===== src/rtl/down_counter_prog_pkg.sv =====
// down_counter_prog_pkg
// Shared definitions for the programmable down-counter:
//   - DEFAULT_WIDTH : default counter / load-value width
//   - state_t       : 2-bit controller state encoding
//                     (ST_IDLE=0, ST_COUNTING=1, ST_DONE=2)
package down_counter_prog_pkg;

   localparam int DEFAULT_WIDTH = 4;

   typedef enum logic [1:0] {
      ST_IDLE     = 2'd0,
      ST_COUNTING = 2'd1,
      ST_DONE     = 2'd2
   } state_t;

endpackage


===== src/rtl/down_counter_prog_tc_detect.sv =====
// tc_detect
// Combinational terminal-count detector. It flags the cycle on which the
// counter, while COUNTING and enabled, is about to step from 1.
// Ports:
//   count    in  WIDTH  registered counter value
//   enable   in  1      count-enable
//   state    in  2      registered controller state
//   tc_event out 1      terminal event on the coming edge
module tc_detect
   import down_counter_prog_pkg::*;
#(
   parameter int WIDTH = DEFAULT_WIDTH
) (
   input  logic [WIDTH-1:0] count,
   input  logic             enable,
   input  state_t           state,
   output logic             tc_event
);

   localparam logic [WIDTH-1:0] ONE = {{(WIDTH-1){1'b0}}, 1'b1};

   assign tc_event = enable && (state == ST_COUNTING) && (count == ONE);

endmodule


===== src/rtl/down_counter_prog.sv =====
// down_counter_prog
// Programmable loadable down-counter with terminal-count pulse and optional
// auto-reload. All state is registered on clock; zero/busy/done are decoded
// from registered state and count only.
// Ports:
//   clock       in  1      system clock, rising edge
//   reset       in  1      asynchronous active-low reset
//   enable      in  1      count-enable
//   load        in  1      synchronous load strobe (highest priority)
//   load_value  in  WIDTH  start value, also captured as reload value
//   reload_mode in  1      1 = auto-reload at terminal, 0 = one-shot
//   count       out WIDTH  current counter value
//   zero        out 1      count == 0
//   tc_pulse    out 1      one-cycle pulse after terminal event
//   busy        out 1      state is COUNTING
//   done        out 1      state is DONE (one-shot expired)
module down_counter_prog
   import down_counter_prog_pkg::*;
#(
   parameter int WIDTH = DEFAULT_WIDTH
) (
   input  logic             clock,
   input  logic             reset,
   input  logic             enable,
   input  logic             load,
   input  logic [WIDTH-1:0] load_value,
   input  logic             reload_mode,
   output logic [WIDTH-1:0] count,
   output logic             zero,
   output logic             tc_pulse,
   output logic             busy,
   output logic             done
);

   localparam logic [WIDTH-1:0] ONE = {{(WIDTH-1){1'b0}}, 1'b1};

   state_t           state_reg,  state_next;
   logic [WIDTH-1:0] count_reg,  count_next;
   logic [WIDTH-1:0] reload_reg, reload_next;
   logic             tc_reg,     tc_next;
   logic             tc_event;

   tc_detect #(.WIDTH(WIDTH)) u_tc_detect (
      .count    (count_reg),
      .enable   (enable),
      .state    (state_reg),
      .tc_event (tc_event)
   );

   always_ff @(posedge clock or negedge reset) begin
      if (!reset) begin
         state_reg  <= ST_IDLE;
         count_reg  <= '0;
         reload_reg <= '0;
         tc_reg     <= 1'b0;
      end else begin
         state_reg  <= state_next;
         count_reg  <= count_next;
         reload_reg <= reload_next;
         tc_reg     <= tc_next;
      end
   end

   // Priority: load > terminal event > decrement > hold.
   always_comb begin
      state_next  = state_reg;
      count_next  = count_reg;
      reload_next = reload_reg;
      tc_next     = 1'b0;

      if (load) begin
         count_next  = load_value;
         reload_next = load_value;
         // A zero start value has nothing to count, so park in IDLE.
         state_next  = (load_value != '0) ? ST_COUNTING : ST_IDLE;
      end else if (tc_event) begin
         tc_next = 1'b1;
         if (reload_mode) begin
            count_next = reload_reg;
         end else begin
            count_next = '0;
            state_next = ST_DONE;
         end
      end else if ((state_reg == ST_COUNTING) && enable && (count_reg != '0)) begin
         // count_reg != 0 guard keeps the counter from ever wrapping below 0.
         count_next = count_reg - ONE;
      end
   end

   assign count    = count_reg;
   assign tc_pulse = tc_reg;
   assign zero     = (count_reg == '0);
   assign busy     = (state_reg == ST_COUNTING);
   assign done     = (state_reg == ST_DONE);

endmodule


===== config.mk =====
export PLATFORM = sky130hd
export DESIGN_NAME = down_counter_prog
export DESIGN_NICKNAME = d
export VERILOG_FILES = /design/src/rtl/down_counter_prog_pkg.sv /design/src/rtl/down_counter_prog_tc_detect.sv /design/src/rtl/down_counter_prog.sv
export SDC_FILE = /design/constraint.sdc
export NUM_CORES = 1
export LEC_CHECK = 0
export ABC_AREA = 1
export ABC_CLOCK_PERIOD_IN_PS = 1300
export BUFFER_PORTS_ARGS = -buffer_cell sky130_fd_sc_hd__buf_2
export CAP_MARGIN = 20
export CORE_UTILIZATION = 48
export CTS_BUF_LIST = sky130_fd_sc_hd__clkbuf_4
export DETAILED_ROUTE_END_ITERATION = 6
export PLACE_DENSITY = 0.87
export SLEW_MARGIN = 20
export SYNTH_ARGS = -nofsm -noshare
export SYNTH_HDL_FRONTEND = slang
export SYNTH_SLANG_ARGS = --single-unit

===== constraint.sdc =====
create_clock -name clock -period 1.3 [get_ports clock]
set_input_delay 0.13 -clock clock [delete_from_list [all_inputs] [get_ports clock]]
set_output_delay 0.13 -clock clock [all_outputs]
set_load 0.01 [all_outputs]

======== Word-level counts from Yosys, hierarchy flattened ========
Cells that the tools add are included.
word-level totals
  bits in registers ....................... 11
  bits of input ports ..................... 9
  output and inout port bits .............. 8
  logic and storage cells ................. 28
cells by class
  add/sub/neg operators ................... 1
  equality and inequality tests ........... 4
  mux-type cells .......................... 10
  reduce and logical (&&, ||, !) cells .... 9
operators with widths
  cell                                                                    number
  4-bit 2-to-1 mux                                                        4
  4-bit nonzero test                                                      2
  2-bit 2-to-1 mux                                                        3
  4-bit by 1-bit equality test with 1-bit output (second input constant)  1
  4-bit logical NOT                                                       1
  4-bit by 1-bit subtractor with 4-bit output (second input constant)     1
  1-bit logical AND                                                       3
  1-bit 2-to-1 mux                                                        3
  3-bit nonzero test                                                      1
  2-bit by 1-bit equality test with 1-bit output (second input constant)  1
  2-bit equality test (second input constant)                             1
  2-bit != test (second input constant)                                   1
  2-bit AND reduction                                                     1
  2-bit nonzero test                                                      1

======== Longest topological paths before layout ========
Gate-level depths: netlist (run 1).
  depth in word-level cells ............... 6
  gate-level depth with buffers ........... 10
  gate-level depth less buffers ........... 10

======== Modules after synthesis ========
Synthesis (run 1) repeated with hierarchy kept, for this count alone.
second synthesis, totals
  cell total of the unflattened synthesis .. 87
  area, all modules ....................... 626.9 um^2
by module, submodules not included
  module             times used  cells each  area each (um^2)  sequential area each (um^2)
  down_counter_prog  1           79          594.3             275.3
  tc_detect          1           8           32.5              0.0

======== Worst setup path before layout (run 1) ========
No wires, ideal clock.
  kind .................................... register -> register
  start point ............................. register count_reg[1], in the netlist count[1]
  end point ............................... register state_reg[0]
  setup time .............................. 0.127 ns
  arrival ................................. 1.191 ns
  required time ........................... 1.173 ns
  setup slack ............................. -0.017 ns
  stages on the path, launching flop included .. 9
  path buffers ............................ 0
  clock period less this slack ............ 1.317 ns
  cell sequence ........................... dfrtp_1 inv_1 ha_1 nand2_2 inv_2 nand2_4 or2_4 nand3_1 o21ai_1
on the way
  longest elaborated chain between the ends .. 4
ends and longest elaborated chain
  item                                            line                               text
  start: declaration                              down_counter_prog.sv:38            logic [WIDTH-1:0] count_reg, count_next;
  start signal: assignment                        down_counter_prog.sv:58            count_reg <= count_next;
  4-bit by 1-bit equality test with 1-bit output  down_counter_prog_tc_detect.sv:22  assign tc_event = enable && (state == ST_COUNTING) && (count == ONE);
  1-bit logical AND                               down_counter_prog_tc_detect.sv:22
  2-bit nonzero test (no source line)             --
  2-bit AND reduction (no source line)            --
  end signal: assignment                          down_counter_prog.sv:57            state_reg <= state_next;
  end: declaration                                down_counter_prog.sv:37            state_t state_reg, state_next;
Every way passes these cells.
A chain may end at the register's enable or synchronous reset.

======== Final worst setup path (run 1) ========
  start point ............................. register count_reg[1], in the netlist count[1]
  end point ............................... register count_reg[2], in the netlist count[2]
on the way
  longest elaborated chain between the ends .. 4
  elaborated cells on any way between the ends .. 9
  those cells by class .................... add/sub: 1; eq/ne: 1; mux: 3; reduce/logical: 4
ends and longest elaborated chain
  item                                                                                                           line                                                        text
  4-bit by 1-bit subtractor with 4-bit output or 4-bit by 1-bit equality test with 1-bit output (tied branches)  down_counter_prog.sv:86, down_counter_prog_tc_detect.sv:22
  4-bit 2-to-1 mux or 1-bit logical AND (tied branches)                                                          down_counter_prog.sv:84, down_counter_prog_tc_detect.sv:22
  4-bit 2-to-1 mux                                                                                               down_counter_prog.sv:76                                     end else if (tc_event) begin
  4-bit 2-to-1 mux                                                                                               down_counter_prog.sv:71                                     if (load) begin
Parallel ways exist; a longest one is shown, timed or not. The select of a mux whose other input is x is not followed.

==> results of run 1 <==
metal layers:
layer / vias to the layer above / share of wire, %
li1: 335 / -
met1: 298 / 40
met2: 30 / 52
met3: 6 / 5.9
met4: 0 / 2.6
met5: - / 0
tightest hold or removal path, delay by kind of cell:
family | cells | cell delay, ns
AO/OA/AOI/OAI | 1 | 0.09
buffers and inverters | 1 | 0.08
AND/OR/NAND/NOR | 1 | 0.05
logic make-up after synthesis:
| family | count (synthesis) |
|---|---|
| AOI/OAI and AO/OA | 5 |
| buffers and inverters | 14 |
| and+or+nand+nor | 58 |
| DFF | 11 |
| xor gates and xnor gates | 1 |
| adders and majority gates | 3 |
cells in the final DEF (no fill, tap or decap), types with 3 or more instances in the layout:
| master | n |
|---|---|
| sky130_fd_sc_hd__buf_2 | 16 |
| sky130_fd_sc_hd__buf_4 | 7 |
| sky130_fd_sc_hd__clkbuf_4 | 4 |
| sky130_fd_sc_hd__dfrtp_1 | 10 |
| sky130_fd_sc_hd__ha_4 | 3 |
| sky130_fd_sc_hd__inv_1 | 9 |
| sky130_fd_sc_hd__inv_2 | 3 |
| sky130_fd_sc_hd__nand2_1 | 28 |
| sky130_fd_sc_hd__nand2_2 | 3 |
| sky130_fd_sc_hd__nand3_1 | 7 |
| sky130_fd_sc_hd__nor2_1 | 9 |
layout make-up:
| cell class | instances | area, sq um | share of cell area [%] |
|---|---|---|---|
| clock buffer | 4 | 30.0 | 3.17 |
| timing repair buffer | 24 | 143 | 15.1 |
| tap | 15 | 18.8 | 1.98 |
| inverter | 13 | 51.3 | 5.42 |
| sequential | 11 | 277 | 29.2 |
| multi-input combinational | 67 | 428 | 45.2 |
how the worst max path moves through the flow:
stage | startpoint | end | slack (ns) | cells after the start
after floorplan | count[1] | state_reg[0] | 0.004 | 8
final | count[1] | count[2] | -0.05 | 9
after CTS | count[1] | state_reg[0] | -0.01 | 8
after global placement | count[0] | count[3] | -0.02 | 8
after detailed placement | count[0] | count[3] | -0.04 | 8
after global routing | count[1] | count[1] | -0.09 | 9
stage by stage:
stage / utilization (%) / worst slack [ns] / cell area [sq um] / std cells / hold slack (ns)
final: 72.8 / -0.0522 / 947 / 134 / 0.115
after CTS: 65.2 / -0.0101 / 848 / 132 / 0.110
after global routing: 72.8 / -0.0882 / 947 / 134 / 0.133
after global placement: 60.6 / -0.0178 / 788 / 125 / 0.0118
after detailed placement: 60.6 / -0.0445 / 788 / 125 / 0.0115
after floorplan: - / 0.00386 / 671 / 92 / -0.166
what timing repair did:
| item | 4_1_cts | 5_1_grt |
|---|---|---|
| hold buffers | 1 | 0 |
| endpoints found under the setup margin | 6 | 6 |
| buffers inserted | 2 | 2 |
| gates resized for setup | 3 | 17 |
| hold endpoints to repair | 11 | 0 |
| pin swaps | 0 | 11 |
where the power goes:
group | switching [uW] | leakage (uW) | internal (uW) | total (uW)
logic | 308 | 0.000379 | 247 | 555
registers | 41.3 | 0.000134 | 392 | 433
clock network | 121 | 0.0000184 | 140 | 260
total | 470 | 0.000532 | 779 | 1250
==> Implementation_results.wiki, run 1 <==
{| class="wikitable"
! Metric !! Value
|-
| DPL Wire Length || between 1 and 1.5 mm
|-
| Number of distinct library cells after synthesis || 21
|-
| Async set-or-reset flop fraction in the synthesized netlist || 100%
|-
| Worst skew pair latency || 0.27 ns
|-
| Pwr per Cell Area || 1320 nW/um^2
|-
| GR Layer Usage met2 || a little under two fifths
|-
| Worst slew margin relative to its limit || ~75%
|-
| Antenna diode count || 0
|-
| DRC violation count after routing || 0
|-
| First-iteration detailed-routing DRC count || 16
|-
| Crit path largest cell delay || ~0.37 ns
|-
| Remaining antenna violation count after routing || 0
|-
| Num ports || 17
|-
| Hold Crit Endpoint || state_reg[0]
|-
| Count leader, synth || sky130_fd_sc_hd__nand2_1
|-
| Vias in the first global route || between 500 and 600
|-
| Pin count of the biggest net entering global routing || 13
|-
| VDD IR max || slightly below 0.7 mV
|-
| Worst setup EP type || flop
|-
| Setup Crit Path Kind || reg2reg
|-
| Via count || between 600 and 700
|-
| Leak pwr || 0.000532 uW
|-
| Number of buffer and inverter instances along the worst setup path || 2
|-
| Met1 demand-to-capacity share in global routing || 32.3%
|-
| Post-synthesis share of cell area spent on full adders, half adders and majority gates || around 5.6%
|-
| Fraction of the mapped netlist area in simple logic gates || about 40%
|-
| Maximum capacitance violations || 0
|-
| Detailed-route wire length || roughly 1.7 mm
|-
| Buffer type at the clock tree root || sky130_fd_sc_hd__clkbuf_4
|-
| Final RePlAce weighted congestion || just under 0.9
|-
| Share of the synthesized netlist area taken by xor and xnor gates || 1.31%
|-
| Overall die width || between 30 and 40 um
|-
| Post-synthesis to final-layout area growth || 41.2%
|-
| First-pass GRT wire length || 2.48 mm
|-
| Vias/cell || 4.99
|-
| Dominant delay contributor by cell family on the critical path || flip-flops
|-
| Number of synthesized register bits || 11
|-
| Overflow left after global routing || 0
|-
| Library cell with the largest summed area after synthesis || sky130_fd_sc_hd__dfrtp_1
|-
| Largest cells by area after synthesis || sky130_fd_sc_hd__dfrtp_1 41%, sky130_fd_sc_hd__nand2_1 17%, sky130_fd_sc_hd__inv_1 6.2%
|-
| Number of clock buffers inserted by TritonCTS || 3
|-
| Buffer levels on the longest clock path || 2
|-
| Fraction of synthesized area in multiplexers || 0%
|-
| Synthesized Nets || between 100 and 150
|-
| Clock sink count || 11
|-
| All-Layer GR Usage || between 20 and 25%
|-
| RSZ-0062 raised after global routing || yes
|-
| Hold Violations, Final || 0
|-
| Ratio of cells with drive above 1 in the final layout || 42.9%
|-
| Logic depth of the worst register-to-register path || 9
|-
| Die area || between 1500 and 2000 sq um
|-
| Port buffer count || 16
|-
| Final Max Tran Viols || 0
|-
| Cell count after synthesis || between 90 and 100
|-
| Result of the run || finished, violations left
|-
| Layout fillers || between 90 and 100
|-
| Most frequent cells after synthesis || 31 x sky130_fd_sc_hd__nand2_1, 11 x sky130_fd_sc_hd__dfrtp_1, 11 x sky130_fd_sc_hd__inv_1, 10 x sky130_fd_sc_hd__nor2_1, 8 x sky130_fd_sc_hd__nand3_1
|-
| Compound-Gate Fraction of Synth Area || 4.29%
|-
| CTS H-Tree Depth || 1
|-
| Maximum clock frequency || ~740 MHz
|-
| Highest fanout seen on the critical path || 3
|-
| CTS tree || yes
|-
| Clock slew seen by the registers of the worst setup and hold paths || 0.08 ns
|-
| Startpoint of the worst register-to-register path || count[1]
|-
| Required time at the endpoint of the critical path || approximately 1.5 ns
|-
| First-pass iteration count of the detailed router || 4
|-
| Failing checks || setup timing
|-
| Power, Total || 1250 uW
|-
| Cell chain of the critical path || inv_2 -> buf_4 -> ha_4 -> xnor2_2 -> nand2_1 -> nand3_1 -> nand2_1 -> nand2_1 -> nand2_1
|-
| Worst Skew || ~0.0076 ns
|-
| Setup slack of the worst register-to-register path || -0.05 ns
|-
| Count of warnings emitted by yosys || 0
|-
| Startpoint of the lowest-slack hold path || load_value[3]
|-
| Core Box Area || 1300 sq um
|-
| Arrival time at the worst endpoint || 1.51 ns
|-
| Ys flop type || sky130_fd_sc_hd__dfrtp_1
|-
| Placement Rows || 13
|-
| Minimum clock period after layout || 1.35 ns
|-
| Number of enable-type register cells in the synthesized netlist || 0
|-
| Combinational family with the most area after synthesis || simple AND/OR/NAND/NOR gates
|-
| Busiest grt layer || met2
|-
| Starting Density || approximately 52%
|-
| Global routing met3 resource utilization || roughly 1.7%
|-
| Final-layout setup total negative slack || -0.0988 ns
|-
| Total number of nets in the final design || 132
|-
| Sequential-to-total area share from yosys stat || roughly 41%
|-
| Final-report setup violation count || 3
|-
| Library cell appearing most often on the critical path || sky130_fd_sc_hd__nand2_1
|-
| Post-route clock period utilization || 104%
|-
| Fraction of post-synthesis cell area in the top cell type by area || 41.0%
|-
| Post-Syn Area || approximately 670 sq um
|-
| Cell depth of the worst hold path || 3
|-
| Wirelength per Cell || 12.4 um
|-
| Cell with the biggest individual delay on the critical path || sky130_fd_sc_hd__dfrtp_1
|-
| Kind of start point of the critical path || flop
|-
| Vertical die dimension || between 30 and 40 um
|-
| Path type of the worst min-delay path || in2reg
|-
| Slack of the critical path || -0.0522 ns
|-
| Worst-Margin Slew || 0.368 ns
|-
| Number of antenna violations at the first check in global routing || 0
|-
| Avg Cell Area, Syn || between 7 and 8 sq um
|-
| Worst flop-to-flop path endpoint || count[2]
|}
Note: power is estimated with default switching activity, not from simulation.
==> inputs of run 2 (changes only) <==
--- a/config.mk
+++ b/config.mk
@@ -9,10 +9,9 @@
 export ABC_CLOCK_PERIOD_IN_PS = 1300
 export BUFFER_PORTS_ARGS = -buffer_cell sky130_fd_sc_hd__buf_2
 export CAP_MARGIN = 20
-export CORE_UTILIZATION = 48
-export CTS_BUF_LIST = sky130_fd_sc_hd__clkbuf_4
+export CORE_UTILIZATION = 45
 export DETAILED_ROUTE_END_ITERATION = 6
-export PLACE_DENSITY = 0.87
+export PLACE_DENSITY = 0.83
 export SLEW_MARGIN = 20
 export SYNTH_ARGS = -nofsm -noshare
 export SYNTH_HDL_FRONTEND = slang
==> Implementation_results.wiki, run 2 (synthesized netlist as in run 1, its figures left out) <==
{| class="wikitable"
! Metric !! Value
|-
| Result of the run || finished, violations left
|-
| Failing checks || setup timing
|-
| All-Layer GR Usage || between 20% and 30%
|-
| Detailed-route wire length || about 1.6 mm
|-
| First-pass GRT wire length || around 2.2 mm
|-
| Leak pwr || approximately 0.00053 uW
|-
| Via count || 690
|-
| Kind of start point of the critical path || flop
|-
| Clock sink count || 11
|-
| Power, Total || around 1200 uW
|-
| Core Box Area || about 1400 sq um
|-
| First-pass iteration count of the detailed router || 4
|-
| Post-route clock period utilization || 102%
|-
| Worst flop-to-flop path endpoint || state_reg[0]
|-
| Leading cell types in the layout, fill and taps excluded || 27 x sky130_fd_sc_hd__nand2_1, 15 x sky130_fd_sc_hd__buf_2, 10 x sky130_fd_sc_hd__nor2_1, 10 x sky130_fd_sc_hd__dfrtp_1
|-
| Overflow left after global routing || 0
|-
| Pwr per Cell Area || approximately 1300 nW/um^2
|-
| RSZ-0062 raised after global routing || yes
|-
| Slack of the critical path || -0.0323 ns
|-
| Die area || between 1500 and 2000 sq um
|-
| Wirelength per Cell || roughly 12 um
|-
| Setup slack of the worst register-to-register path || -0.03 ns
|-
| Final Core Density || ~69%
|-
| Highest fanout seen on the critical path || 6
|-
| Worst slew margin relative to its limit || 76.4%
|-
| Vias/cell || ~5.1
|-
| Worst Skew || 0.00628 ns
|-
| Required time at the endpoint of the critical path || ~1.5 ns
|-
| Startpoint of the worst register-to-register path || count[1]
|-
| Vertical die dimension || ~41 um
|-
| Clock slew seen by the registers of the worst setup and hold paths || 0.08 ns
|-
| Antenna diode count || 0
|-
| Maximum clock frequency || ~750 MHz
|-
| Path type of the worst min-delay path || in2reg
|-
| Maximum capacitance violations || 0
|-
| CTS tree || yes
|-
| Final Max Tran Viols || 0
|-
| Minimum clock period after layout || 1.33 ns
|-
| First-iteration detailed-routing DRC count || 16
|-
| Remaining antenna violation count after routing || 0
|-
| Final RePlAce weighted congestion || between 0.8 and 0.9
|-
| Commonest non-fill, non-tap cell in the layout || sky130_fd_sc_hd__nand2_1
|-
| Placement Rows || 13
|-
| DPL Wire Length || ~1.1 mm
|-
| Num ports || 17
|-
| Port buffer count || 16
|-
| Worst Setup Slack post-DPL || about 0.013 ns
|-
| Worst setup EP type || flop
|-
| Post-synthesis to final-layout area growth || 39.7%
|-
| Buffer type at the clock tree root || sky130_fd_sc_hd__clkbuf_4
|-
| Vias in the first global route || between 500 and 600
|-
| DRC violation count after routing || 0
|-
| Total number of nets in the final design || around 130
|-
| Hold Violations, Final || 0
|-
| Fin Hold WS || 0.0921 ns
|-
| Starting Density || around 50%
|-
| Setup Crit Path Kind || reg2reg
|-
| Cell depth of the worst hold path || 3
|-
| Worst-Margin Slew || about 0.35 ns
|-
| VDD IR max || 0.815 mV
|-
| Number of clock buffers inserted by TritonCTS || 3
|-
| Overall die width || about 41 um
|-
| Number of antenna violations at the first check in global routing || 0
|-
| Final-layout setup total negative slack || -0.0365 ns
|-
| Worst skew pair latency || roughly 0.27 ns
|-
| Pin count of the biggest net entering global routing || 13
|-
| Hold Crit Endpoint || reload_reg[2]
|-
| Logic depth of the worst register-to-register path || 8
|-
| Startpoint of the lowest-slack hold path || load_value[2]
|-
| Final-report setup violation count || 2
|-
| Arrival time at the worst endpoint || between 1 and 1.5 ns
|-
| Buffer levels on the longest clock path || 2
|-
| Ratio of cells with drive above 1 in the final layout || a little over two fifths
|-
| CTS H-Tree Depth || 1
|}
==> run 2: worst max-delay path by stage <==
stage | startpoint | slack, ns | end
after floorplan | count[1] | 0.004 | state_reg[0]
after global placement | count[1] | 0.04 | count[0]
after detailed placement | count[0] | 0.01 | count[1]
after CTS | count[0] | 0.003 | zero
after global routing | count[1] | -0.08 | state_reg[0]
final | count[1] | -0.03 | state_reg[0]
==> run 2: where the power goes <==
part           switching (uW)  internal (uW)  total [uW]  leakage, uW
sequential               41.1            392         433     0.000134
combinational             287            234         522     0.000374
clock                     120            114         234    0.0000177
total                     449            740        1190     0.000525
==> run 2: layer usage <==
metal,vias to the layer above,global-route usage (%),part of all wire [%]
met5,-,0,0
met4,0,15.0,2.2
met3,8,8.33,4.7
met2,26,36.5,53
met1,317,22.9,40
li1,339,-,-
==> run 2: repair_timing <==
item | 4_1_cts | 5_1_grt
pin swaps | 1 | 5
hold buffers | 1 | 0
gates resized for setup | 3 | 18
buffers inserted | 0 | 3
endpoints found under the hold margin | 11 | 0
setup endpoints to repair | 3 | 6
cloned | 0 | 0
==> run 2: final cells by class <==
| class | count | area, sq um |
|---|---|---|
| repair buffers | 24 | 149 |
| flip-flops and latches | 11 | 277 |
| multi-input cells | 67 | 417 |
| fillers | 115 | 413 |
| clock inverters | 1 | 5.00 |
| clock buffers | 3 | 22.5 |
| inverters | 13 | 48.8 |
| well taps | 15 | 18.8 |
==> run 2: worst max-delay path, cell delays in order (launching register included) <==
cell	delay, ns
sky130_fd_sc_hd__dfrtp_1	0.39
sky130_fd_sc_hd__inv_2	0.12
sky130_fd_sc_hd__ha_4	0.16
sky130_fd_sc_hd__nand2_4	0.06
sky130_fd_sc_hd__inv_2	0.07
sky130_fd_sc_hd__nand2_4	0.07
sky130_fd_sc_hd__or2_4	0.24
sky130_fd_sc_hd__nand3_2	0.06
sky130_fd_sc_hd__o21ai_2	0.05
==> run 2: stage by stage <==
stage	area (sq um)	cells
after global routing	937	134
final	937	134
after global placement	796	126
after floorplan	671	92
after CTS	843	131
after detailed placement	796	126
==> inputs of run 3 (changes only) <==
--- a/config.mk
+++ b/config.mk
@@ -11,7 +11,7 @@
 export CAP_MARGIN = 20
 export CORE_UTILIZATION = 45
 export DETAILED_ROUTE_END_ITERATION = 6
-export PLACE_DENSITY = 0.83
+export PLACE_DENSITY_LB_ADDON = 0.3
 export SLEW_MARGIN = 20
 export SYNTH_ARGS = -nofsm -noshare
 export SYNTH_HDL_FRONTEND = slang
==> Implementation_results.wiki, run 3 (synthesized netlist as in run 1, its figures left out) <==
{| class="wikitable"
! Metric !! Value
|-
| Result of the run || finished, violations left
|-
| Failing checks || setup timing
|-
| Pwr per Cell Area || roughly 1300 nW/um^2
|-
| Final Max Tran Viols || 0
|-
| Startpoint of the worst register-to-register path || count[1]
|-
| Post-synthesis to final-layout area growth || 39.9%
|-
| All-Layer GR Usage || roughly 20%
|-
| Port buffer count || 16
|-
| Cell with the biggest individual delay on the critical path || sky130_fd_sc_hd__dfrtp_1
|-
| Detailed-route wire length || ~1.5 mm
|-
| Internal Power || between 700 and 800 uW
|-
| VDD IR max || between 0.6 and 0.7 mV
|-
| Pin count of the biggest net entering global routing || 12
|-
| Setup Crit Path Kind || reg2reg
|-
| Worst Setup Slack post-DPL || -0.0158 ns
|-
| Num ports || 17
|-
| RSZ-0062 raised after global routing || yes
|-
| Final RePlAce weighted congestion || just under 0.8
|-
| Slack of the critical path || -0.0218 ns
|-
| First-pass GRT wire length || 2.19 mm
|-
| Leading cell types in the layout, fill and taps excluded || 26 x sky130_fd_sc_hd__nand2_1, 15 x sky130_fd_sc_hd__buf_2, 11 x sky130_fd_sc_hd__dfrtp_1
|-
| Worst flop-to-flop path endpoint || state_reg[0]
|-
| Relative contribution of sequential cells to total power || 35.7%
|-
| Sequential cell area || about 280 sq um
|-
| Number of antenna violations at the first check in global routing || 0
|-
| Starting Density || 49.7%
|-
| Buffer type at the clock tree root || sky130_fd_sc_hd__clkbuf_4
|-
| DRC violation count after routing || 0
|-
| Wirelength per Cell || ~11 um
|-
| Fraction of power spent switching nets || between 30% and 40%
|-
| CTS tree || yes
|-
| Ratio of cells with drive above 1 in the final layout || 44.5%
|-
| Commonest non-fill, non-tap cell in the layout || sky130_fd_sc_hd__nand2_1
|-
| Path type of the worst min-delay path || in2reg
|-
| Arrival time at the worst endpoint || approximately 1.5 ns
|-
| First-pass iteration count of the detailed router || 4
|-
| Hold Violations, Final || 0
|-
| Logic depth of the worst register-to-register path || 8
|-
| Minimum clock period after layout || approximately 1.3 ns
|-
| Cell chain of the critical path || inv_2 -> ha_4 -> nand2_4 -> inv_2 -> nand2_4 -> or2_4 -> nand3_2 -> o21ai_1
|-
| DPL Wire Length || approximately 1.2 mm
|-
| Placement Rows || 13
|-
| Final Core Density || a little over two thirds
|-
| Clock network power share || roughly a fifth
|-
| Worst skew pair latency || 0.27 ns
|-
| CTS H-Tree Depth || 1
|-
| Setup slack of the worst register-to-register path || -0.02 ns
|-
| Number of clock buffers inserted by TritonCTS || 3
|-
| Overflow left after global routing || 0
|-
| Leak pwr || between 0.0005 and 0.0006 uW
|-
| Startpoint of the lowest-slack hold path || load_value[2]
|-
| Post-route clock period utilization || 102%
|-
| Number of buffer and inverter instances along the worst setup path || 2
|-
| Worst setup EP type || flop
|-
| Clock sink count || 11
|-
| Required time at the endpoint of the critical path || ~1.5 ns
|-
| Switching power total || between 400 and 500 uW
|-
| Remaining antenna violation count after routing || 0
|-
| First-iteration detailed-routing DRC count || 16
|-
| Cell depth of the worst hold path || 3
|-
| Worst Skew || 0.0117 ns
|-
| Highest fanout seen on the critical path || 6
|-
| Vias/cell || around 4.8
|-
| Comb power frac || 44.5%
|-
| Total number of nets in the final design || 132
|-
| Core Box Area || 1350 sq um
|-
| Maximum capacitance violations || 0
|-
| Area of combinational cells with multiple inputs || 419 sq um
|-
| Hold Crit Endpoint || reload_reg[2]
|-
| Overall die width || 40.6 um
|-
| Via count || around 650
|-
| Antenna diode count || 0
|-
| Dominant delay contributor by cell family on the critical path || simple AND/OR/NAND/NOR gates
|-
| Clock slew seen by the registers of the worst setup and hold paths || around 0.080 ns
|-
| Kind of start point of the critical path || flop
|-
| Vias in the first global route || 556
|-
| Layout fillers || ~110
|-
| Buffer levels on the longest clock path || 2
|-
| Vertical die dimension || between 40 and 50 um
|-
| Maximum clock frequency || roughly 760 MHz
|-
| Worst-Margin Slew || about 0.32 ns
|-
| Final-report setup violation count || 1
|-
| Die area || ~1600 sq um
|-
| Worst slew margin relative to its limit || roughly four fifths
|-
| Crit path largest cell delay || slightly below 0.4 ns
|}
-- run 3: cell counts in the layout (fill, tap and decap cells not counted) --
Identical to the previous run, type by type.
-- run 3: what timing repair did --
action                                  CTS  global route
hold buffers                              1             0
endpoints found under the setup margin    5             6
pin swaps                                 0             5
setup buffers                             0             1
resized for setup                         0            21
endpoints found under the hold margin    11             0
-- run 3: cell type report --
| type | instances | share of cell area [%] |
|---|---|---|
| clock buffer | 3 | 2.40 |
| clock inverter | 1 | 0.533 |
| inverter | 13 | 5.20 |
| multi-input combinational | 67 | 44.7 |
| sequential | 11 | 29.3 |
| tap | 15 | 2.00 |
| timing repair buffer | 24 | 15.9 |
-- run 3: worst max path at each step --
stage | startpoint | endpoint | slack [ns] | cells after the start
after floorplan | count[1] | state_reg[0] | 0.004 | 8
after global placement | count[1] | state_reg[0] | -0.004 | 8
after detailed placement | count[1] | state_reg[0] | -0.02 | 8
after CTS | count[1] | state_reg[0] | -0.02 | 8
after global routing | count[1] | state_reg[0] | -0.07 | 8
final | count[1] | state_reg[0] | -0.02 | 8
-- run 3: worst reg2reg max path, cell delays in order, from the launching register on --
cell and delay, ns:
sky130_fd_sc_hd__dfrtp_1 0.39, sky130_fd_sc_hd__inv_2 0.11, sky130_fd_sc_hd__ha_4 0.15, sky130_fd_sc_hd__nand2_4 0.06
sky130_fd_sc_hd__inv_2 0.07, sky130_fd_sc_hd__nand2_4 0.07, sky130_fd_sc_hd__or2_4 0.25, sky130_fd_sc_hd__nand3_2 0.05
sky130_fd_sc_hd__o21ai_1 0.06
-- run 3: power groups by stage --
stage / logic [uW] / clock network, uW / registers [uW]
2_1_floorplan: 222 / 0 / 458
3_3_place_gp: 420 / 0 / 426
3_5_place_dp: 430 / 0 / 430
4_1_cts: 435 / 243 / 423
5_1_grt: 591 / 255 / 433
6_report: 534 / 237 / 429
-- run 3: metal layers --
metal | vias up | global-route usage (%) | wire [um]
met5 | - | 0 | 0
met4 | 0 | 7.50 | 10
met3 | 2 | 5.00 | 58
met2 | 15 | 32.9 | 751
met1 | 297 | 26.2 | 710
li1 | 335 | - | -
-- run 3: metrics by stage --
stage          total power (uW)  instances  setup TNS (ns)  cell area (sq um)  hold slack [ns]
4_1_cts                    1100        133         -0.0596                848           0.0967
3_3_place_gp                846        128        -0.00414                811           0.0134
3_5_place_dp                860        128         -0.0218                811           0.0172
5_1_grt                    1280        134          -0.287                938            0.123
2_1_floorplan               679         92               0                671           -0.166
6_report                   1200        134         -0.0218                938           0.0975
